`src/rtl/riscv_muldiv_unit.sv`:
```
// Iterative radix-2 RV32M/RV64M multiply/divide unit with a start/busy/done handshake.
// Normal ops finish XLEN+1 cycles after start; divide-by-zero and signed overflow finish after 1 cycle.
module riscv_muldiv_unit #(
  parameter int XLEN  = 32,
  parameter int CNT_W = $clog2(XLEN) + 1
) (
  input  logic            clk,
  input  logic            reset,
  input  logic            start,
  input  logic [2:0]      funct3,
  input  logic [XLEN-1:0] op_a,
  input  logic [XLEN-1:0] op_b,
  output logic            busy,
  output logic            done,
  output logic [XLEN-1:0] result
);

  typedef enum logic [1:0] {IDLE, CALC, FIN} state_t;

  localparam logic [XLEN-1:0] MIN_NEG = {1'b1, {(XLEN-1){1'b0}}};

  state_t              state, state_nxt;
  logic [2:0]          op;
  logic [XLEN-1:0]     divisor;
  logic [2*XLEN-1:0]   acc, acc_nxt, mul_nxt, div_nxt, prod_s;
  logic [CNT_W-1:0]    cnt;
  logic                neg_q, neg_r;

  logic                a_sgn, b_sgn, a_neg, b_neg, is_div, div_zero, ovf, special;
  logic [XLEN-1:0]     a_mag, b_mag, special_val, quo, rem, fin_val;
  logic [XLEN:0]       mul_sum, rem_sh, diff;
  logic                ge;

  // Operand decode on the live inputs; only consumed on the accepting edge.
  always_comb begin
    a_sgn       = (funct3 != 3'b011) && (funct3 != 3'b101) && (funct3 != 3'b111);
    b_sgn       = (funct3 == 3'b000) || (funct3 == 3'b001) ||
                  (funct3 == 3'b100) || (funct3 == 3'b110);
    a_neg       = a_sgn && op_a[XLEN-1];
    b_neg       = b_sgn && op_b[XLEN-1];
    a_mag       = a_neg ? -op_a : op_a;
    b_mag       = b_neg ? -op_b : op_b;
    is_div      = funct3[2];
    div_zero    = is_div && (op_b == '0);
    ovf         = is_div && !funct3[0] && (op_a == MIN_NEG) && (op_b == '1);
    special     = div_zero || ovf;
    special_val = '0;
    if (div_zero)  special_val = funct3[1] ? op_a : '1;
    else if (ovf)  special_val = funct3[1] ? '0 : op_a;
  end

  // One iteration: acc holds {partial product, multiplier} or {remainder, dividend/quotient}.
  always_comb begin
    mul_sum = {1'b0, acc[2*XLEN-1:XLEN]} + (acc[0] ? {1'b0, divisor} : '0);
    mul_nxt = {mul_sum, acc[XLEN-1:1]};
    rem_sh  = acc[2*XLEN-1:XLEN-1];
    diff    = rem_sh - {1'b0, divisor};
    ge      = !diff[XLEN];
    div_nxt = {(ge ? diff[XLEN-1:0] : rem_sh[XLEN-1:0]), acc[XLEN-2:0], ge};
    acc_nxt = op[2] ? div_nxt : mul_nxt;
  end

  always_comb begin
    prod_s = neg_q ? -acc_nxt : acc_nxt;
    quo    = acc_nxt[XLEN-1:0];
    rem    = acc_nxt[2*XLEN-1:XLEN];
    case (op)
      3'b000:         fin_val = prod_s[XLEN-1:0];
      3'b001, 3'b010,
      3'b011:         fin_val = prod_s[2*XLEN-1:XLEN];
      3'b100, 3'b101: fin_val = neg_q ? -quo : quo;
      default:        fin_val = neg_r ? -rem : rem;
    endcase
  end

  always_ff @(posedge clk) begin
    if (reset) state <= IDLE;
    else       state <= state_nxt;
  end

  always_comb begin
    state_nxt = state;
    case (state)
      IDLE:    if (start) state_nxt = special ? FIN : CALC;
      CALC:    if (cnt == CNT_W'(1)) state_nxt = FIN;
      default: state_nxt = IDLE;
    endcase
  end

  always_comb begin
    busy = (state != IDLE);
    done = (state == FIN);
  end

  // Result is registered on the edge entering FIN so it is valid alongside done.
  always_ff @(posedge clk) begin
    if (reset) begin
      op      <= '0;
      divisor <= '0;
      acc     <= '0;
      cnt     <= '0;
      neg_q   <= 1'b0;
      neg_r   <= 1'b0;
      result  <= '0;
    end else begin
      case (state)
        IDLE: if (start) begin
          op      <= funct3;
          divisor <= b_mag;
          acc     <= {{XLEN{1'b0}}, a_mag};
          neg_q   <= a_neg ^ b_neg;
          neg_r   <= a_neg;
          if (special) begin
            result <= special_val;
            cnt    <= '0;
          end else begin
            cnt    <= CNT_W'(XLEN);
          end
        end
        CALC: begin
          acc <= acc_nxt;
          cnt <= cnt - CNT_W'(1);
          if (cnt == CNT_W'(1)) result <= fin_val;
        end
        default: ;
      endcase
    end
  end

endmodule

```
`config.mk`:
```
export PLATFORM = sky130hd
export DESIGN_NAME = riscv_muldiv_unit
export DESIGN_NICKNAME = d
export VERILOG_FILES = /design/src/rtl/riscv_muldiv_unit.sv
export SDC_FILE = /design/constraint.sdc
export NUM_CORES = 1
export LEC_CHECK = 0
export CAP_MARGIN = 20
export CORE_ASPECT_RATIO = 1.4
export CORE_UTILIZATION = 35
export CTS_BUF_LIST = sky130_fd_sc_hd__clkbuf_8
export DETAILED_ROUTE_END_ITERATION = 7
export MAX_ROUTING_LAYER = met4
export SYNTH_ARGS = -nofsm -noshare
export SYNTH_HDL_FRONTEND = slang
export SYNTH_SLANG_ARGS = --single-unit
```
`constraint.sdc`:
```
create_clock -name clk -period 4.4 [get_ports clk]
set_input_delay 0.44 -clock clk [delete_from_list [all_inputs] [get_ports clk]]
set_output_delay 0.44 -clock clk [all_outputs]
set_load 0.01 [all_outputs]
```
==> impl_metrics.py, run 1 <==
metrics = {
    "grt": {
        "antenna_violations_before_repair": 0,
        "first_global_vias": 18881,
        "grt_overflow_total": 0,
        "pin_count_of_the_biggest_net_entering_global_routing": 75,
        "grt_use_total_pct": 33.6,
        "grt_pass1_wl_um": 110000,
    },
    "synthesis": {
        "synth.mux.area_fraction_pct": 3.33,
        "synth.lib_cells_used.distinct": 96,
        "synth_simple_gate_area_share_pct": 24.3,
        "synth.avg_cell_area_um2": 7.11,
        "netlist_area_um2": 15300,
        "ys_async_sr_fraction_pct": 0,
        "number_of_enable_type_register_cells_in_the_synthesized_netlist": 0,
        "postSynth.topFlopCell": "sky130_fd_sc_hd__dfxtp_1",
        "synth.yosys.seq_area_share_pct": 18.5,
        "synthXorXnorAreaFrac_pct": 10.2,
        "synthAdderAreaFrac_pct": 6.09,
        "yosys_warnings": 0,
        "synthesis.instances": 2145,
        "compound_gate_portion_of_the_synthesized_area_pct": 31.9,
        "synth_nets": 2288,
        "synth.ff_latch_count": 141,
        "synth_top_family_by_area": "compound AO/OA/AOI/OAI gates",
    },
    "route": {
        "total_number_of_vias": 19201,
        "drc": 0,
        "post_drt_via_cell_ratio": 5.97,
        "antenna_violating_nets_post_route": 0,
        "first_iter_violations": 1407,
        "firstDrtPassIters": 6,
        "routed_wl_um": 73300,
        "drt_wl_cell_um": 22.8,
    },
    "cells_and_area": {
        "filler_cell_count": 4275,
        "fraction_of_final_layout_cells_with_drive_strength_greater_than_1_pct": 27.7,
        "most-common-layout-cells": "sky130_fd_sc_hd__buf_4, sky130_fd_sc_hd__nor2_1, sky130_fd_sc_hd__nand2_1",
        "antenna_cells": 0,
        "most_common_cell_after_layout_fill_and_taps_aside": "sky130_fd_sc_hd__buf_4",
        "final_net_count": 2796,
        "area_growth_pct": 43.6,
        "instances_no_fill": 3218,
    },
    "hold_path": {
        "worst_hold_start": "result[9]",
        "holdCritPathClass": "flip-flop to flip-flop",
        "worstHoldEndpoint": "result[9]",
        "holdPathStages": 2,
    },
    "floorplanning": {
        "io_pins": 104,
        "die_y_um": 249,
        "fp.dieArea_um2": 44400,
        "start_util_pct": 35.5,
        "floorplan.die.width_um": 178,
        "placement_rows": 90,
        "fp.coreArea_um2": 43000,
    },
    "clock_tree": {
        "cts-htree-levels": 4,
        "clk-insertion-delay-late_ns": 0.53,
        "tritoncts": "done",
        "clock-sinks": 141,
        "postCtsHoldBufs": 0,
        "tritoncts.num_buffers": 17,
        "clock_tree.root_cell": "sky130_fd_sc_hd__clkbuf_8",
        "clkSlewWorstSetupHoldPaths_ns": 0.12,
        "clock_path_buffers": 2,
    },
    "critical_path": {
        "critical_path_arrival_ns": 5.25,
        "path_cells": "inv_2, ha_4, inv_2, fa_2, a211oi_2, o211ai_1, a221o_2, and3_4, buf_4, buf_6, nor3_4, nor4_1, or3_1, buf_6, or3_4, nor4_4, buf_6, buf_4, or3_1, a21oi_1, o31ai_1, buf_4, a311oi_2",
        "end_kind": "flip-flop",
        "timing.critical_path.slowest_stage_cell": "sky130_fd_sc_hd__or3_1",
        "crit_family": "simple AND/OR/NAND/NOR gates",
        "critical_path_cell_count": 23,
        "regToRegEndpoint": "result[13]",
        "category_of_the_most_critical_setup_path": "flip-flop to flip-flop",
        "max_stage_delay_ns": 0.45,
        "setup.worst_path.start_class": "flip-flop",
        "worstPathBufferInverterCount": 8,
        "worst_r2r_startpoint": "acc[31]",
        "cp_max_fo": 6,
        "ff2ff_setup_slack_ns": -0.45,
        "critPathRequiredTime_ns": 4.80,
        "worst_reg_to_reg_path_cell_count": 23,
    },
    "power": {
        "irDropWorstVdd_uv": 223,
        "net-switching-power_mw": 2.61,
        "power_leakage_nw": 8.97,
        "power_density_nw_per_um2": 270,
        "combPwrFrac_pct": 55.1,
        "clock_power_share_pct": 19.5,
        "seqPwrFrac_pct": 25.4,
        "sw_frac_of_total_pct": 44.2,
        "total_power_mw": 5.91,
        "power.internal_mw": 3.30,
    },
    "placed_design": {
        "gpl.final_weighted_congestion": 1.01,
        "port-buffer-count": 103,
        "detailed_place_hpwl_um": 58100,
        "placement.setup.worst_slack_ns": -0.724,
        "dpl.cell_count": 3145,
    },
    "outcome": {
        "run_status": "complete, but fails checks",
        "failed_checks": "negative setup slack",
    },
    "sta": {
        "setup-violations-final": 28,
        "grt_setup_unrepaired": "yes",
        "setup_tns_ns": -8.58,
        "fin_worst_skew_ns": 0.0294,
        "worst_pin_slew_ns": 1.26,
        "timing.fmax_ghz": 0.206,
        "final_period_minus_worst_setup_slack_ns": 4.85,
        "final_hold_vio_count": 0,
        "postLayoutSetupSlackWorst_ns": -0.449,
        "max_slew_margin_vs_limit_pct": 15.7,
        "final-max-slew-violation-count": 0,
        "finalCritPeriodShare_pct": 110,
    },
    "run": {
        "timing.max_cap.violations": 0,
    },
}
layout make-up:
| cell class | count | area [um2] | share of cell area [%] |
|---|---|---|---|
| clock buffer | 18 | 248 | 1.13 |
| inverter | 67 | 254 | 1.16 |
| clock inverter | 14 | 146 | 0.668 |
| timing repair buffer | 636 | 5320 | 24.3 |
| tap | 552 | 691 | 3.15 |
| sequential | 141 | 2830 | 12.9 |
| multi-input combinational | 1790 | 12400 | 56.7 |
cell families after synthesis:
kind of cell,Yosys count
fa+ha+maj,73
buf+inv,214
simple gates,769
xor+xnor,177
compound gates,721
mux,50
flops,141
cell usage after synthesis (29+ instances only):
master / instances / share of area (%)
sky130_fd_sc_hd__a21o_1: 33 / 1.6
sky130_fd_sc_hd__nand3_1: 33 / 1.1
sky130_fd_sc_hd__clkbuf_1: 111 / 2.7
sky130_fd_sc_hd__a21oi_1: 160 / 5.3
sky130_fd_sc_hd__nor2_1: 287 / 7.1
sky130_fd_sc_hd__a211oi_1: 44 / 2.2
sky130_fd_sc_hd__dfxtp_1: 141 / 19
sky130_fd_sc_hd__a22oi_1: 46 / 2.3
sky130_fd_sc_hd__o31ai_1: 29 / 1.4
sky130_fd_sc_hd__a221oi_1: 30 / 1.7
sky130_fd_sc_hd__o21ai_0: 156 / 5.1
sky130_fd_sc_hd__mux2i_1: 44 / 2.9
sky130_fd_sc_hd__ha_1: 71 / 5.8
sky130_fd_sc_hd__nand4_1: 39 / 1.6
sky130_fd_sc_hd__nand2_1: 164 / 4.0
sky130_fd_sc_hd__inv_1: 65 / 1.6
sky130_fd_sc_hd__xor2_1: 90 / 5.2
sky130_fd_sc_hd__or3_1: 38 / 1.6
sky130_fd_sc_hd__xnor2_1: 87 / 5.0
sky130_fd_sc_hd__nor3_1: 67 / 2.2
routing by layer:
layer	part of all wire (%)	track usage (%)
met5	0	-
met4	9.0	26.1
met3	4.5	3.34
met2	48	55.4
met1	38	36.7
worst register-to-register path, cell delays in order, from the launching register on:
cell                       delay, ns
sky130_fd_sc_hd__dfxtp_2        0.34
sky130_fd_sc_hd__inv_2          0.06
sky130_fd_sc_hd__ha_4           0.12
sky130_fd_sc_hd__inv_2          0.03
sky130_fd_sc_hd__fa_2           0.35
sky130_fd_sc_hd__a211oi_2       0.24
sky130_fd_sc_hd__o211ai_1       0.18
sky130_fd_sc_hd__a221o_2        0.40
sky130_fd_sc_hd__and3_4         0.19
sky130_fd_sc_hd__buf_4          0.13
sky130_fd_sc_hd__buf_6          0.12
sky130_fd_sc_hd__nor3_4         0.18
sky130_fd_sc_hd__nor4_1         0.07
sky130_fd_sc_hd__or3_1          0.45
sky130_fd_sc_hd__buf_6          0.15
sky130_fd_sc_hd__or3_4          0.41
sky130_fd_sc_hd__nor4_4         0.29
sky130_fd_sc_hd__buf_6          0.17
sky130_fd_sc_hd__buf_4          0.11
sky130_fd_sc_hd__or3_1          0.08
sky130_fd_sc_hd__a21oi_1        0.06
sky130_fd_sc_hd__o31ai_1        0.31
sky130_fd_sc_hd__buf_4          0.21
sky130_fd_sc_hd__a311oi_2       0.09
sequential cells by signal (all words and copies together) (netlist names):
register  flops
result       32
acc          64
state         2
divisor      32
neg_q         1
cnt           6
op            3
neg_r         1
what timing repair did:
item / in CTS / in global routing
pin swaps: 63 / 76
cloned: 1 / 0
endpoints found under the setup margin: 31 / 31
gates resized for setup: 93 / 93
setup buffers: 15 / 29
power groups by stage:
stage               Sequential (mW)  Combinational, mW  Clock [mW]
detailed placement             1.53               2.90           0
floorplan                      1.49               1.55           0
finish                         1.50               3.26        1.15
global placement               1.52               2.89           0
global route                   1.51               3.46        1.21
CTS                            1.50               3.05        1.17
per-stage QoR:
step                      area, um2  hold WS (ns)  util (%)
final                         21900         0.474      50.9
after CTS                     21200         0.474      49.4
after floorplan               15400         0.432         -
after global placement        20300         0.445      47.3
after global routing          21900         0.492      50.9
after detailed placement      20300         0.459      47.3
worst max-delay path by stage:
stage	startpoint	endpoint	slack, ns
after global routing	acc[31]	result[16]	-0.63
after detailed placement	divisor[7]	result[30]	-0.72
after floorplan	acc[31]	result[18]	-0.16
after CTS	acc[31]	result[26]	-0.39
final	acc[31]	result[13]	-0.45
after global placement	acc[0]	result[30]	-0.74
Note: power is estimated with default switching activity, not from simulation.
==> inputs of run 2 (changes only) <==
Settings changed: CORE_MARGIN from default to 2, REMOVE_ABC_BUFFERS from default to 1.
==> run 2 against run 1 <==
Compared with the run above: the flow still finishes with violations (negative setup slack); setup slack improved by 0.043 ns; sequential share of layout area rose by 0.17 points; utilization fell by 0.58 points; cell area fell by 1.1%; first-iteration DRC count rose by 2.6%; count of clock-buffer cells in the layout fell by 1; critical endpoint is now result[16]; largest power group unchanged; highest routed layer unchanged.
==> impl_metrics.py, run 2 (synthesized netlist as in run 1, its figures left out) <==
metrics = {
    "outcome": {
        "run_status": "complete, but fails checks",
        "failed_checks": "negative setup slack",
    },
    "sta": {
        "final_hold_vio_count": 0,
        "max_slew_margin_vs_limit_pct": 37.1,
        "setup-violations-final": 29,
        "timing.fmax_ghz": 0.208,
        "final_period_minus_worst_setup_slack_ns": 4.81,
        "fin_worst_skew_ns": 0.0202,
        "postLayoutSetupSlackWorst_ns": -0.406,
        "worst_pin_slew_ns": 0.943,
        "finalCritPeriodShare_pct": 109,
        "grt_setup_unrepaired": "yes",
        "final-max-slew-violation-count": 0,
    },
    "placed_design": {
        "placement.setup.worst_slack_ns": -0.659,
        "port-buffer-count": 103,
        "place_area_um2": 20000,
        "dpl.cell_count": 3123,
        "gpl.final_weighted_congestion": 1.03,
        "detailed_place_hpwl_um": 57400,
    },
    "clock_tree": {
        "clock_tree.root_cell": "sky130_fd_sc_hd__clkbuf_8",
        "cts-htree-levels": 4,
        "clkSlewWorstSetupHoldPaths_ns": 0.10,
        "tritoncts.num_buffers": 17,
        "clk-insertion-delay-late_ns": 0.53,
        "clock-sinks": 141,
        "clock_path_buffers": 2,
        "tritoncts": "done",
        "postCtsHoldBufs": 0,
    },
    "route": {
        "firstDrtPassIters": 7,
        "total_number_of_vias": 19201,
        "routed_wl_um": 72400,
        "post_drt_via_cell_ratio": 6.01,
        "drt_wl_cell_um": 22.7,
        "antenna_violating_nets_post_route": 0,
        "first_iter_violations": 1444,
        "drc": 0,
    },
    "power": {
        "net-switching-power_mw": 2.56,
        "combPwrFrac_pct": 54.3,
        "power_density_nw_per_um2": 267,
        "clock_power_share_pct": 19.9,
        "seqPwrFrac_pct": 25.8,
        "total_power_mw": 5.79,
        "power_leakage_nw": 8.81,
        "sw_frac_of_total_pct": 44.2,
        "power.internal_mw": 3.23,
        "irDropWorstVdd_uv": 202,
    },
    "cells_and_area": {
        "area_growth_pct": 42.0,
        "final_net_count": 2770,
        "postLayoutCellArea_um2": 21700,
        "layout.area.seq_um2": 2830,
        "most_common_cell_after_layout_fill_and_taps_aside": "sky130_fd_sc_hd__buf_4",
        "filler_cell_count": 4327,
        "fraction_of_final_layout_cells_with_drive_strength_greater_than_1_pct": 27.6,
        "largest_register_ff_count": 64,
        "reg_top3": "acc: 64 flops, divisor: 32 flops, result: 32 flops",
        "multi_input_area_um2": 12400,
        "instances_no_fill": 3193,
        "most-common-layout-cells": "sky130_fd_sc_hd__buf_4, sky130_fd_sc_hd__nor2_1, sky130_fd_sc_hd__nand2_1",
        "largest_register": "acc",
    },
    "hold_path": {
        "worst_hold_start": "reset",
        "holdCritPathClass": "primary input to flip-flop",
    },
    "grt": {
        "antenna_violations_before_repair": 1,
        "globalRoute.busiestLayer": "met2",
        "grt_overflow_total": 0,
        "met1_track_utilization_from_global_routing_pct": 33.8,
        "grt_use_total_pct": 32.1,
        "first_global_vias": 19156,
        "grt_pass1_wl_um": 110000,
        "globalRouteMet3Util_pct": 3.20,
        "grt_util_met2_pct": 54.5,
        "pin_count_of_the_biggest_net_entering_global_routing": 81,
    },
    "floorplanning": {
        "placement_rows": 90,
        "fp.dieArea_um2": 45300,
        "io_pins": 104,
        "start_util_pct": 35.5,
        "die_y_um": 251,
        "floorplan.die.width_um": 180,
        "fp.coreArea_um2": 43000,
    },
    "critical_path": {
        "critical_path_arrival_ns": 5.23,
        "cp_max_fo": 3,
        "worst_r2r_startpoint": "acc[31]",
        "setup.worst_path.start_class": "flip-flop",
        "critical_path.startpoint": "acc[31]",
        "category_of_the_most_critical_setup_path": "flip-flop to flip-flop",
        "ff2ff_setup_slack_ns": -0.41,
        "critPathRequiredTime_ns": 4.82,
        "end_kind": "flip-flop",
    },
    "run": {
        "timing.max_cap.violations": 0,
    },
}
-- run 2: cell types whose count changed in the layout (fill, tap and decap cells not counted), sizes merged --
| cell | previous run | this run |
|---|---|---|
| buf | 534 | 508 |
| clkinv | 3 | 8 |
| clkinvlp | 2 | 0 |
| inv | 75 | 73 |
| clkbuf | 18 | 17 |
| diode | 0 | 1 |
-- run 2: per-layer routing --
metal / share of wire [%] / vias up
met5: 0 / -
met4: 9.6 / 0
met3: 4.8 / 293
met2: 48 / 771
met1: 37 / 9201
li1: - / 8936
-- run 2: cell type report --
cell class	count	area share, %
diodes	1	0.0116
inverters	67	1.21
repair buffers	610	23.3
clock inverters	15	0.780
multi-input cells	1790	57.4
well taps	552	3.19
clock buffers	17	1.08
flip-flops and latches	141	13.1
-- run 2: stage by stage --
stage / util [%] / hold slack [ns] / TNS (ns)
2_1_floorplan: - / 0.426 / -124.50
3_3_place_gp: 46.5 / 0.444 / -13.73
3_5_place_dp: 46.5 / 0.453 / -15.45
4_1_cts: 49.2 / 0.419 / -6.33
5_1_grt: 50.3 / 0.467 / -12.45
6_report: 50.3 / 0.427 / -7.84
-- run 2: worst max-delay path: stages, from the launching register on --
cell	delay [ns]
sky130_fd_sc_hd__dfxtp_2	0.33
sky130_fd_sc_hd__inv_2	0.06
sky130_fd_sc_hd__ha_4	0.13
sky130_fd_sc_hd__inv_2	0.03
sky130_fd_sc_hd__fa_2	0.34
sky130_fd_sc_hd__a211oi_2	0.24
sky130_fd_sc_hd__o211ai_1	0.16
sky130_fd_sc_hd__a221o_2	0.39
sky130_fd_sc_hd__and3_4	0.18
sky130_fd_sc_hd__o31ai_4	0.31
sky130_fd_sc_hd__nor2_4	0.08
sky130_fd_sc_hd__a21oi_2	0.14
sky130_fd_sc_hd__ha_2	0.21
sky130_fd_sc_hd__o21ai_2	0.06
sky130_fd_sc_hd__inv_1	0.09
sky130_fd_sc_hd__nand2_2	0.06
sky130_fd_sc_hd__or4_4	0.45
sky130_fd_sc_hd__nor3_4	0.14
sky130_fd_sc_hd__nand4_1	0.20
sky130_fd_sc_hd__buf_4	0.21
sky130_fd_sc_hd__o41ai_4	0.24
sky130_fd_sc_hd__xor2_1	0.14
sky130_fd_sc_hd__a221oi_2	0.21
sky130_fd_sc_hd__o21ai_1	0.10
sky130_fd_sc_hd__a311oi_1	0.21
-- run 2: what timing repair did --
action                     in CTS  in global routing
gates cloned                    1                  0
pin swaps                      89                 74
resized for setup             152                 81
hold endpoints to repair        0                  0
setup endpoints to repair      31                 32
buffers inserted               24                 20
-- run 2: power groups by stage --
stage / Clock [mW] / Combinational, mW / Sequential (mW)
after floorplan: 0 / 1.41 / 1.53
after global placement: 0 / 2.76 / 1.52
after detailed placement: 0 / 2.78 / 1.52
after CTS: 1.18 / 2.97 / 1.49
after global routing: 1.22 / 3.35 / 1.51
final: 1.15 / 3.15 / 1.49
-- run 2: worst paths after layout --
path / cells after the start / end
setup / recovery: 24 / result[16]
hold / removal: 2 / cnt[0]
setup reg to reg: 24 / result[16]
hold reg to reg: 2 / result[1]
